===== config.mk =====
export PLATFORM = sky130hd
export DESIGN_NAME = list_writer
export DESIGN_NICKNAME = d
export VERILOG_FILES = /design/src/rtl/list_writer_pkg.sv /design/src/rtl/list_node_alloc.sv /design/src/rtl/list_writer.sv
export SDC_FILE = /design/constraint.sdc
export NUM_CORES = 1
export LEC_CHECK = 0
export CAP_MARGIN = 0
export CORE_MARGIN = 4
export CORE_UTILIZATION = 30
export CTS_CLUSTER_DIAMETER = 80
export DETAILED_ROUTE_END_ITERATION = 10
export PLACE_DENSITY_LB_ADDON = 0.1
export SETUP_SLACK_MARGIN = 0.05
export SYNTH_ARGS = -nofsm -noshare
export SYNTH_HDL_FRONTEND = slang
export SYNTH_SLANG_ARGS = --single-unit

===== constraint.sdc =====
create_clock -name clk -period 3.93 [get_ports clk]
set_clock_uncertainty 0.1 [all_clocks]
set_input_delay 0.393 -clock clk [delete_from_list [all_inputs] [get_ports clk]]
set_output_delay 0.393 -clock clk [all_outputs]
set_load 0.01 [all_outputs]

===== src/rtl/list_writer_pkg.sv =====
// Shared constants for the linked-list writer.
// Node layout, null pointer and FSM encoding.
package list_writer_pkg;

  localparam int NULL_PTR = 0;
  localparam int VAL_OFS  = 0;
  localparam int NXT_OFS  = 1;

  localparam logic [1:0] S_IDLE   = 2'd0;
  localparam logic [1:0] S_WR_VAL = 2'd1;
  localparam logic [1:0] S_WR_NXT = 2'd2;
  localparam logic [1:0] S_LINK   = 2'd3;

  localparam int WP_DATA_W = 32;
  localparam int WP_ADDR_W = 8;

endpackage


===== src/rtl/list_node_alloc.sv =====
// Node allocator: linked-node counter,
// next free node address and full flag.
module list_node_alloc
  import list_writer_pkg::*;
#(
  parameter int ADDR_W    = WP_ADDR_W,
  parameter int BASE_ADDR = 2,
  parameter int MAX_NODES = 64,
  parameter int CNT_W     = $clog2(MAX_NODES + 1)
) (
  input  logic              clk,
  input  logic              rst,
  input  logic              inc_i,
  input  logic              clr_i,
  output logic [CNT_W-1:0]  count_o,
  output logic [ADDR_W-1:0] next_addr_o,
  output logic              full_o
);

  logic [CNT_W-1:0] count_q, count_d;

  // next count: clear wins, increments stop at capacity
  always_comb begin
    count_d = count_q;
    if (clr_i)
      count_d = '0;
    else if (inc_i && !full_o)
      count_d = count_q + CNT_W'(1);
  end

  // count register
  always_ff @(posedge clk or negedge rst) begin
    if (!rst) count_q <= '0;
    else      count_q <= count_d;
  end

  assign count_o     = count_q;
  assign full_o      = (count_q == CNT_W'(MAX_NODES));
  assign next_addr_o = ADDR_W'(BASE_ADDR)
                     + (ADDR_W'(count_q) << 1);

endmodule


===== src/rtl/list_writer.sv =====
// Appends stream values to a linked list in RAM.
// Value and null next land before the link write.
module list_writer
  import list_writer_pkg::*;
#(
  parameter int DATA_W    = WP_DATA_W,
  parameter int ADDR_W    = WP_ADDR_W,
  parameter int BASE_ADDR = 2,
  parameter int MAX_NODES = 64
) (
  input  logic                             clk,
  input  logic                             rst,
  input  logic                             in_valid,
  input  logic [DATA_W-1:0]                in_data,
  output logic                             in_ready,
  input  logic                             clear,
  output logic                             we,
  output logic [ADDR_W-1:0]                waddr,
  output logic [DATA_W-1:0]                wdata,
  output logic [ADDR_W-1:0]                head_addr,
  output logic [$clog2(MAX_NODES+1)-1:0]   node_count,
  output logic                             list_full,
  output logic                             busy
);

  localparam int CNT_W = $clog2(MAX_NODES + 1);

  logic [1:0]        state_q, state_d;
  logic [ADDR_W-1:0] new_q, new_d;
  logic [ADDR_W-1:0] tail_q, tail_d;
  logic [ADDR_W-1:0] head_q, head_d;
  logic              pend_q, pend_d;
  logic              we_q, we_d;
  logic [ADDR_W-1:0] waddr_q, waddr_d;
  logic [DATA_W-1:0] wdata_q, wdata_d;

  logic              inc, clr, idle;
  logic [ADDR_W-1:0] next_addr;
  logic [CNT_W-1:0]  count;
  logic              full;

  list_node_alloc #(
    .ADDR_W    (ADDR_W),
    .BASE_ADDR (BASE_ADDR),
    .MAX_NODES (MAX_NODES),
    .CNT_W     (CNT_W)
  ) u_alloc (
    .clk         (clk),
    .rst         (rst),
    .inc_i       (inc),
    .clr_i       (clr),
    .count_o     (count),
    .next_addr_o (next_addr),
    .full_o      (full)
  );

  assign idle     = (state_q == S_IDLE);
  assign in_ready = idle && !full && !pend_q && !clear;

  // next state plus the write the next state will present
  always_comb begin
    state_d = state_q;
    new_d   = new_q;
    tail_d  = tail_q;
    head_d  = head_q;
    pend_d  = pend_q;
    we_d    = 1'b0;
    waddr_d = '0;
    wdata_d = '0;
    inc     = 1'b0;
    clr     = 1'b0;
    unique case (state_q)
      S_IDLE: begin
        if (clear || pend_q) begin
          clr    = 1'b1;
          head_d = ADDR_W'(NULL_PTR);
          tail_d = ADDR_W'(NULL_PTR);
          pend_d = 1'b0;
        end else if (in_valid && in_ready) begin
          new_d   = next_addr;
          state_d = S_WR_VAL;
          we_d    = 1'b1;
          waddr_d = next_addr + ADDR_W'(VAL_OFS);
          wdata_d = in_data;
        end
      end
      S_WR_VAL: begin
        state_d = S_WR_NXT;
        we_d    = 1'b1;
        waddr_d = new_q + ADDR_W'(NXT_OFS);
        wdata_d = DATA_W'(NULL_PTR);
      end
      S_WR_NXT: begin
        if (count == '0) begin
          head_d  = new_q;
          tail_d  = new_q;
          inc     = 1'b1;
          state_d = S_IDLE;
        end else begin
          state_d = S_LINK;
          we_d    = 1'b1;
          waddr_d = tail_q + ADDR_W'(NXT_OFS);
          wdata_d = DATA_W'(new_q);
        end
      end
      S_LINK: begin
        tail_d  = new_q;
        inc     = 1'b1;
        state_d = S_IDLE;
      end
      default: state_d = S_IDLE;
    endcase
    if (!idle && clear)
      pend_d = 1'b1;
  end

  // state and registered write port
  always_ff @(posedge clk or negedge rst) begin
    if (!rst) begin
      state_q <= S_IDLE;
      new_q   <= '0;
      tail_q  <= '0;
      head_q  <= '0;
      pend_q  <= 1'b0;
      we_q    <= 1'b0;
      waddr_q <= '0;
      wdata_q <= '0;
    end else begin
      state_q <= state_d;
      new_q   <= new_d;
      tail_q  <= tail_d;
      head_q  <= head_d;
      pend_q  <= pend_d;
      we_q    <= we_d;
      waddr_q <= waddr_d;
      wdata_q <= wdata_d;
    end
  end

  assign we         = we_q;
  assign waddr      = waddr_q;
  assign wdata      = wdata_q;
  assign head_addr  = head_q;
  assign node_count = count;
  assign list_full  = full;
  assign busy       = !idle;

endmodule


# --- Word level (Yosys, flattened, before mapping) ---
# Cells that the tools add are included.
classes:
  add_sub_neg: 4
  n_eq_ne: 8
  n_mux: 29
  bitwise_logic: 1
  reduce_logical: 23
ops:
  columns: ["operator", "count"]
  rows:
  - ["two-way mux 32 bit", 2]
  - ["one-hot mux 32 bit (2 select lines)", 1]
  - ["two-way mux 8 bit", 6]
  - ["one-hot mux 8 bit (3 select lines)", 2]
  - ["adder 8 x 1 -> 8 bit, second input constant", 2]
  - ["one-hot mux 8 bit (2 select lines)", 1]
  - ["two-way mux 7 bit", 2]
  - ["two-way mux 1 bit", 9]
  - ["AND reduction 3 bit", 3]
  - ["adder 2 x 8 -> 8 bit, first input constant", 1]
  - ["one-hot mux 2 bit (4 select lines)", 1]
  - ["nonzero test 2 bit", 4]
  - ["adder 7 x 1 -> 7 bit, second input constant", 1]
  - ["== test 7 bit, second input constant", 1]
  - ["logical NOT 7 bit", 1]
  - ["logical AND 1 bit", 6]
  - ["two-way mux 2 bit", 3]
  - ["== test 2 bit, second input constant", 2]
  - ["logical NOT 1 bit", 4]
  - ["!= test 2 x 1 -> 1 bit, second input constant", 2]
  - ["!= test 2 bit, second input constant", 2]
  - ["AND reduction 2 bit", 2]
  - ["one-hot mux 1 bit (3 select lines)", 1]
  - ["nonzero test 3 bit", 1]
  - ["other kinds (5)", 5]
word_totals:
  register_bits: 75
  inputBits: 36
  elab_cells: 74

# --- Depth between registers and ports, before layout ---
# Gate-level depths: netlist of the first run.
depth:
  depth_word: 9
  mapped_depth: 8

# --- Cells and area by module ---
# Synthesis of the first run repeated with hierarchy kept, for this count alone.
hier_totals:
  hier_cells: 296
  hier_area_um2: 3315.7
by_module_without_submodules:
  columns: ["mod", "instances", "cells_each", "area_each_um2", "seq_area_each_um2"]
  rows:
  - ["list_writer", 1, 236, 2782.7, 1701.6]
  - ["list_node_alloc", 1, 60, 533.0, 175.2]

# --- Least setup slack after synthesis of the first run ---
# Ideal clock, no wire load.
synth_path:
  path_kind: "register -> register"
  start: "register u_alloc.count_q[0] (netlist: u_alloc.count_o[0])"
  end: "register head_q[3] (netlist: head_addr[3])"
  t_arrival_ns: 2.152
  setup_slack_ns: 1.557
  path_stages_with_launch: 8
  path_buffers: 1
  cell_sequence: "dfrtp_1 > inv_1 > ha_1 > or4b_1 > buf_2 > or3_4 > a211o_4 > a22o_1"
synth_via:
  elab_chain_len: 3
synth_lines:
  columns: ["item", "line_no", "text"]
  rows:
  - ["start: declaration", "list_node_alloc.sv:20", "logic [CNT_W-1:0] count_q, count_d;"]
  - ["start signal: assignment", "list_node_alloc.sv:34", "else count_q <= count_d;"]
  - ["logical NOT 7 bit", "list_writer.sv:94", "if (count == '0) begin"]
  - ["!= test 2 bit (no source line)", null, null]
  - ["AND reduction 3 bit (no source line)", null, null]
  - ["end signal: assignment", "list_writer.sv:123", "head_q <= '0;"]
  - ["end signal: assignment", "list_writer.sv:132", "head_q <= head_d;"]
  - ["end: declaration", "list_writer.sv:31", "logic [ADDR_W-1:0] head_q, head_d;"]
# Every way passes these cells.
# A chain may end at the register's enable or synchronous reset.

# --- Worst setup path in the final report of the first run ---
layout_path:
  start: "register u_alloc.count_q[0] (netlist: u_alloc.count_o[0])"
  end: "output port list_full"
layout_via:
  elab_chain_len: 1
layout_lines:
  columns: ["item", "line_no", "text"]
  rows:
  - ["== test 7 bit", "list_node_alloc.sv:38", "assign full_o = (count_q == CNT_W'(MAX_NODES));"]
  - ["end: declaration", "list_writer.sv:22", "output logic list_full,"]
# Every way passes these cells.

==> results.toml, run 1 <==
[status]
outcome = "finished clean"

[floorplanning]
start_util_pct = 30.8
ios = 95
die_w_um = 106
rows = 35
dieArea_mm2 = 0.0112
coreArea_mm2 = 0.00928
die_h_um = 106

[power]
p_clk_share_pct = 29.8
switching_share_pct = 30.7
power_density_mw_per_mm2 = 542
p_int_mw = 1.56
power.switching_mw = 0.690
irDropWorstVdd_v = 0.000193
seq_power_share_pct = 41.1
p_leak_nw = 1.91
combPwrFrac_pct = 29.1

[job]
drv_cap = 0

[synth]
syn_area_per_cell_um2 = 11.8
synth-seq-area-share_pct = 62.9
synth_seq_cells = 72
synthesis.area_mm2 = 0.00286
synth_cell_types = 40
syn_inst = 242
synth_nets = 280
ys.warnings.count = 0

[clock_tree]
clkLatencyLatePin_ns = 0.34
post_cts_resized = 0
post_cts_buffers = 0
cts_tree = "done"
root_buffer = "clkbuf_8"
holdBufCountCts = 0
cts_sinks = 72
clk_pin_slew_ns = 0.08
clk_path_buf_depth = 2
h-tree-depth = 3
numCtsBuffers = 9

[timing]
hold_viol_final = 0
setup_viol = 0
period_minus_slack_ns = 3.01
timing.fmax_mhz = 332
slew_headroom_pct = 39.5
rsz0062_at_grt = "false"
min_period_over_period_pct = 76.5
finalMaxSlewViolations = 0
tightestPinTransition_ns = 0.908
fin_setup_tns_ns = 0

[drt]
ant_nets = 0
drc = 0
dr.pass1.iters = 4
via_count = 2118
initialDrtViolationCount = 85
wl_per_cell_um = 15.2
drt_wl_total_um = 7120
via_per_inst = 4.52

[placement]
placed_area_mm2 = 0.00392
hpwlAfterDp_um = 4700
io_buffer_count = 93
place_congestion = 0.739

[finish]
finalNetCount = 373
n_antenna_cell = 0
drive_gt1_share_pct = 7.06
design_area_mm2 = 0.00415
n_fill_cell = 902
area_growth_pct = 44.8

[setup_path]
timing.rr.end = "we$_DFF_PN0_"
r2r_start = "u_alloc.count_o[0]$_DFFE_PN0P_"
crit_required_ns = 3.44
cp_data_arrival_time_ns = 2.51
crit_type = "reg2out"
critPathMaxFanout = 9
r2r_cells = 5
reg2reg_slack_ns = 1.38
startpoint_type = "register"
crit_path_end_kind = "output pin"

[grt]
overflow = 0
grt_pass1_wl_um = 11500
grt_max_degree = 73
grt_usage_pct = 13.2
grt_pass1_vias = 2160
grt_antenna_before_repair = 0

[worst_hold_path]
hold_path_class = "in2async"
layout by cell type (no fill, tap or decap), types with 3 or more instances in the layout:
cell | netlist | routed
a22o_1 | 14 | 14
o21ai_0 | 8 | 8
inv_1 | 13 | 13
a21oi_1 | 6 | 6
buf_4 | 1 | 4
nand2_1 | 18 | 18
mux2i_1 | 9 | 9
clkbuf_8 | 0 | 11
and2_1 | 26 | 26
a22oi_1 | 4 | 4
a221o_1 | 3 | 3
and3_1 | 3 | 3
nor2_1 | 12 | 12
nor3_1 | 4 | 4
clkdlybuf4s50_1 | 0 | 92
xnor2_1 | 5 | 5
dfrtp_1 | 72 | 72
a21o_1 | 3 | 3
through the flow:
step	utilization [%]	hold slack, ns	setup WS [ns]	total power [mW]	std cells
CTS	44.7	0.119	0.894	2.29	469
global placement	42.2	0.384	1.34	1.60	453
detailed placement	42.2	0.396	1.29	1.61	453
floorplan	-	-0.00259	1.56	1.28	242
global route	44.7	0.152	0.686	2.39	469
finish	44.7	0.0685	0.922	2.25	469
layer usage:
metal  vias up  share of wire [%]  track usage (%)
li1       1012                  -                -
met1      1023                 48             17.8
met2        77                 43             19.5
met3         6                7.7             4.78
met4         0                1.1             5.00
met5         -                  0                0
sequential cells by signal, summed over array words and instances (netlist names):
signal	count
u_alloc.count_o	7
state_q	2
head_addr	7
pend_q	1
new_q	7
wdata	32
tail_q	7
we	1
waddr	8
synth_stat cells:
| library cell | number | share of area (%) |
|---|---|---|
| a211o_4 | 1 | 0.61 |
| a21boi_0 | 2 | 0.52 |
| a21o_1 | 3 | 0.79 |
| a21oi_1 | 6 | 1.0 |
| a221o_1 | 3 | 1.0 |
| a22o_1 | 14 | 4.3 |
| a22oi_1 | 4 | 1.0 |
| a2bb2oi_1 | 1 | 0.31 |
| a311oi_1 | 1 | 0.31 |
| a31oi_1 | 2 | 0.44 |
| and2_1 | 26 | 5.7 |
| and3_1 | 3 | 0.66 |
| and4_1 | 1 | 0.31 |
| buf_1 | 1 | 0.13 |
| buf_2 | 2 | 0.35 |
| buf_4 | 1 | 0.26 |
| clkbuf_1 | 10 | 1.3 |
| conb_1 | 1 | 0.13 |
| dfrtp_1 | 72 | 63 |
| ha_1 | 2 | 0.87 |
| inv_1 | 13 | 1.7 |
| mux2i_1 | 9 | 3.1 |
| nand2_1 | 18 | 2.4 |
| nand3_1 | 1 | 0.17 |
| nor2_1 | 12 | 1.6 |
| nor2b_1 | 1 | 0.22 |
| nor3_1 | 4 | 0.70 |
| nor4_1 | 1 | 0.22 |
| o21a_1 | 2 | 0.52 |
| o21ai_0 | 8 | 1.4 |
| o21ai_1 | 1 | 0.17 |
| o21bai_1 | 2 | 0.52 |
| o311a_1 | 2 | 0.70 |
| o311ai_1 | 1 | 0.31 |
| or2_2 | 2 | 0.44 |
| or3_1 | 1 | 0.22 |
| or3_4 | 1 | 0.39 |
| or4b_1 | 1 | 0.35 |
| xnor2_1 | 5 | 1.5 |
| xor2_1 | 1 | 0.31 |
worst max-delay path: stages (launching register included):
cell and delay (ns):
dfrtp_1 0.43, inv_1 0.11, ha_1 0.15, or4b_1 0.60, nor3_1 0.28, clkdlybuf4s50_1 0.61
kinds of logic (layout without fill, tap and decap cells):
| group | Yosys count | in the layout | share of synthesized area, % |
|---|---|---|---|
| other | 1 | 1 | 0.131 |
| adder cells (fa/ha/maj) | 2 | 2 | 0.874 |
| multiplexers | 9 | 9 | 3.15 |
| flip-flops | 72 | 72 | 62.9 |
| XOR/XNOR | 6 | 6 | 1.84 |
| AO/OA/AOI/OAI | 53 | 53 | 14.0 |
| buffers and inverters | 27 | 125 | 3.76 |
| AND/OR/NAND/NOR | 72 | 72 | 13.3 |
cell type report:
type	count	area (µm²)	share of cell area (%)
Tap cell	129	161	3.89
Clock inverter	5	78.8	1.90
Sequential cell	72	1800	43.5
Multi-Input combinational cell	143	953	23.0
Inverter	13	48.8	1.18
Clock buffer	11	151	3.65
Timing Repair Buffer	96	951	22.9
power by group through the flow:
stage | clock network, mW | logic, mW | registers (mW)
finish | 0.670 | 0.654 | 0.924
global route | 0.726 | 0.723 | 0.942
CTS | 0.695 | 0.670 | 0.926
detailed placement | 0 | 0.666 | 0.941
global placement | 0 | 0.662 | 0.939
floorplan | 0 | 0.332 | 0.946
worst max-delay path by stage:
stage	start	slack, ns	endpoint
final	u_alloc.count_o[0]$_DFFE_PN0P_	0.92	list_full
after global routing	u_alloc.count_o[0]$_DFFE_PN0P_	0.69	list_full
after CTS	u_alloc.count_o[0]$_DFFE_PN0P_	0.89	list_full
after detailed placement	u_alloc.count_o[0]$_DFFE_PN0P_	1.29	list_full
after global placement	u_alloc.count_o[0]$_DFFE_PN0P_	1.34	list_full
after floorplan	u_alloc.count_o[0]$_DFFE_PN0P_	1.56	head_addr[3]$_DFFE_PN0P_
Note: power is estimated with default switching activity, not from simulation.
==> run 2: changes to the inputs <==
==> constraint.sdc (replaced) <==
create_clock -name clk -period 3.2 [get_ports clk]
set_clock_uncertainty 0.1 [all_clocks]
set_input_delay 0.32 -clock clk [delete_from_list [all_inputs] [get_ports clk]]
set_output_delay 0.32 -clock clk [all_outputs]
set_load 0.01 [all_outputs]
==> run 2 against run 1 <==
Die area unchanged. Critical path depth is the same. Utilization increased by 0.31 points. Global-route usage increased by 0.32 points. Register-to-register slack worse by 0.85 ns.
==> results.toml, run 2 (synthesized netlist as in run 1, its figures left out) <==
[worst_hold_path]
hold_path_class = "in2async"

[placement]
hpwlAfterDp_um = 4810
io_buffer_count = 93
dp_cells = 454
dp_slack_ns = 0.529
place_congestion = 0.739

[setup_path]
r2r_start = "u_alloc.count_o[0]$_DFFE_PN0P_"
crit_path_end_kind = "output pin"
crit_type = "reg2out"
timing.rr.end = "we$_DFF_PN0_"
cp_data_arrival_time_ns = 2.45
crit_chain = "inv_1 > ha_1 > or4b_1 > nor3_2 > clkdlybuf4s50_1"
crit_buf_inv = 2
cpLargestDelayFamily = "simple AND/OR/NAND/NOR gates"
cpPeakStageDelay_ns = 0.59
startpoint_type = "register"
reg2reg_slack_ns = 0.53
slowest_stage = "or4b_1"
crit_required_ns = 2.78
critPathMaxFanout = 9
r2r_cells = 6

[timing]
min_period_over_period_pct = 89.6
tightestPinTransition_ns = 0.910
period_minus_slack_ns = 2.87
timing.fmax_mhz = 349
hold_viol_final = 0
rsz0062_at_grt = "false"
finalMaxSlewViolations = 0
slew_headroom_pct = 39.3
setup_viol = 0
fin_ws_ns = 0.333
fin_setup_tns_ns = 0

[clock_tree]
clk_pin_slew_ns = 0.08
clk_path_buf_depth = 2
numCtsBuffers = 9
clkLatencyLatePin_ns = 0.34
cts_sinks = 72
root_buffer = "clkbuf_8"
cts_tree = "done"
h-tree-depth = 3
holdBufCountCts = 0
post_cts_buffers = 0

[status]
outcome = "finished clean"

[floorplanning]
dieArea_mm2 = 0.0112
coreArea_mm2 = 0.00928
rows = 35
die_w_um = 106
die_h_um = 106
ios = 95
start_util_pct = 30.8

[drt]
drc = 0
dr.pass1.iters = 4
ant_nets = 0
initialDrtViolationCount = 78
via_count = 2141
drt_wl_total_um = 7080
wl_per_cell_um = 15.1
via_per_inst = 4.57

[finish]
finalNetCount = 374
n_antenna_cell = 0
area_growth_pct = 45.8
final_common_cell = "clkdlybuf4s50_1"
drive_gt1_share_pct = 7.06
largest_register_ff_count = 32
final_cells = 469
layout_common_cells = "92 x clkdlybuf4s50_1, 72 x dfrtp_1, 26 x and2_1"

[grt]
grt_pass1_wl_um = 11900
grt_max_degree = 73
overflow = 0
grt_pass1_vias = 2189
grt_usage_pct = 13.5
grt_antenna_before_repair = 0

[power]
p_leak_nw = 1.91
power_density_mw_per_mm2 = 672
irDropWorstVdd_v = 0.000258

[job]
drv_cap = 0
==> run 2: changes by cell type in the layout (fill, tap and decap cells not counted), sizes merged <==
| cell | delta |
|---|---|
| clkbuf | -1 |
| clkinv | -2 |
| clkinvlp | +1 |
| buf | +1 |
| bufinv | +1 |
==> run 2: how the worst max path moves through the flow <==
stage | start | to | cells past startpoint
floorplan | u_alloc.count_o[0]$_DFFE_PN0P_ | head_addr[3]$_DFFE_PN0P_ | 7
global placement | u_alloc.count_o[0]$_DFFE_PN0P_ | we$_DFF_PN0_ | 6
detailed placement | u_alloc.count_o[0]$_DFFE_PN0P_ | we$_DFF_PN0_ | 6
CTS | u_alloc.count_o[0]$_DFFE_PN0P_ | list_full | 5
global route | u_alloc.count_o[0]$_DFFE_PN0P_ | in_ready | 6
finish | u_alloc.count_o[0]$_DFFE_PN0P_ | list_full | 5
==> run 2: what timing repair did <==
item / CTS / global route
endpoints found under the hold margin: 0 / 0
endpoints found under the setup margin: 0 / 2
resized for setup: 0 / 1
==> run 2: power by group <==
group / leakage, nW / switching [mW] / internal, mW
clock network: 0.113 / 0.340 / 0.515
logic: 0.816 / 0.417 / 0.408
registers: 0.986 / 0.0903 / 1.04
==> run 2: area by class of cell <==
| cell class | count | area, µm² |
|---|---|---|
| Clock buffer | 10 | 128 |
| Clock inverter | 5 | 106 |
| Fill cell | 902 | 5110 |
| Inverter | 13 | 48.8 |
| Multi-Input combinational cell | 143 | 958 |
| Sequential cell | 72 | 1800 |
| Tap cell | 129 | 161 |
| Timing Repair Buffer | 97 | 971 |
==> run 2: metrics by stage <==
stage	hold slack (ns)	util (%)	power, mW	instance area [µm²]
4_1_cts	0.0430	44.9	2.85	4170
2_1_floorplan	-0.0756	-	1.57	2860
3_3_place_gp	0.392	42.4	1.98	3940
5_1_grt	0.0818	45.0	2.99	4180
6_report	0.0179	45.0	2.81	4180
3_5_place_dp	0.399	42.4	1.98	3940
==> run 2: metal layers <==
| layer | up-vias | track usage [%] | share of wire (%) |
|---|---|---|---|
| met5 | - | 0 | 0 |
| met4 | 0 | 4.16 | 0.81 |
| met3 | 5 | 4.04 | 7.0 |
| met2 | 88 | 18.9 | 41 |
| met1 | 1040 | 20.1 | 51 |
| li1 | 1008 | - | - |
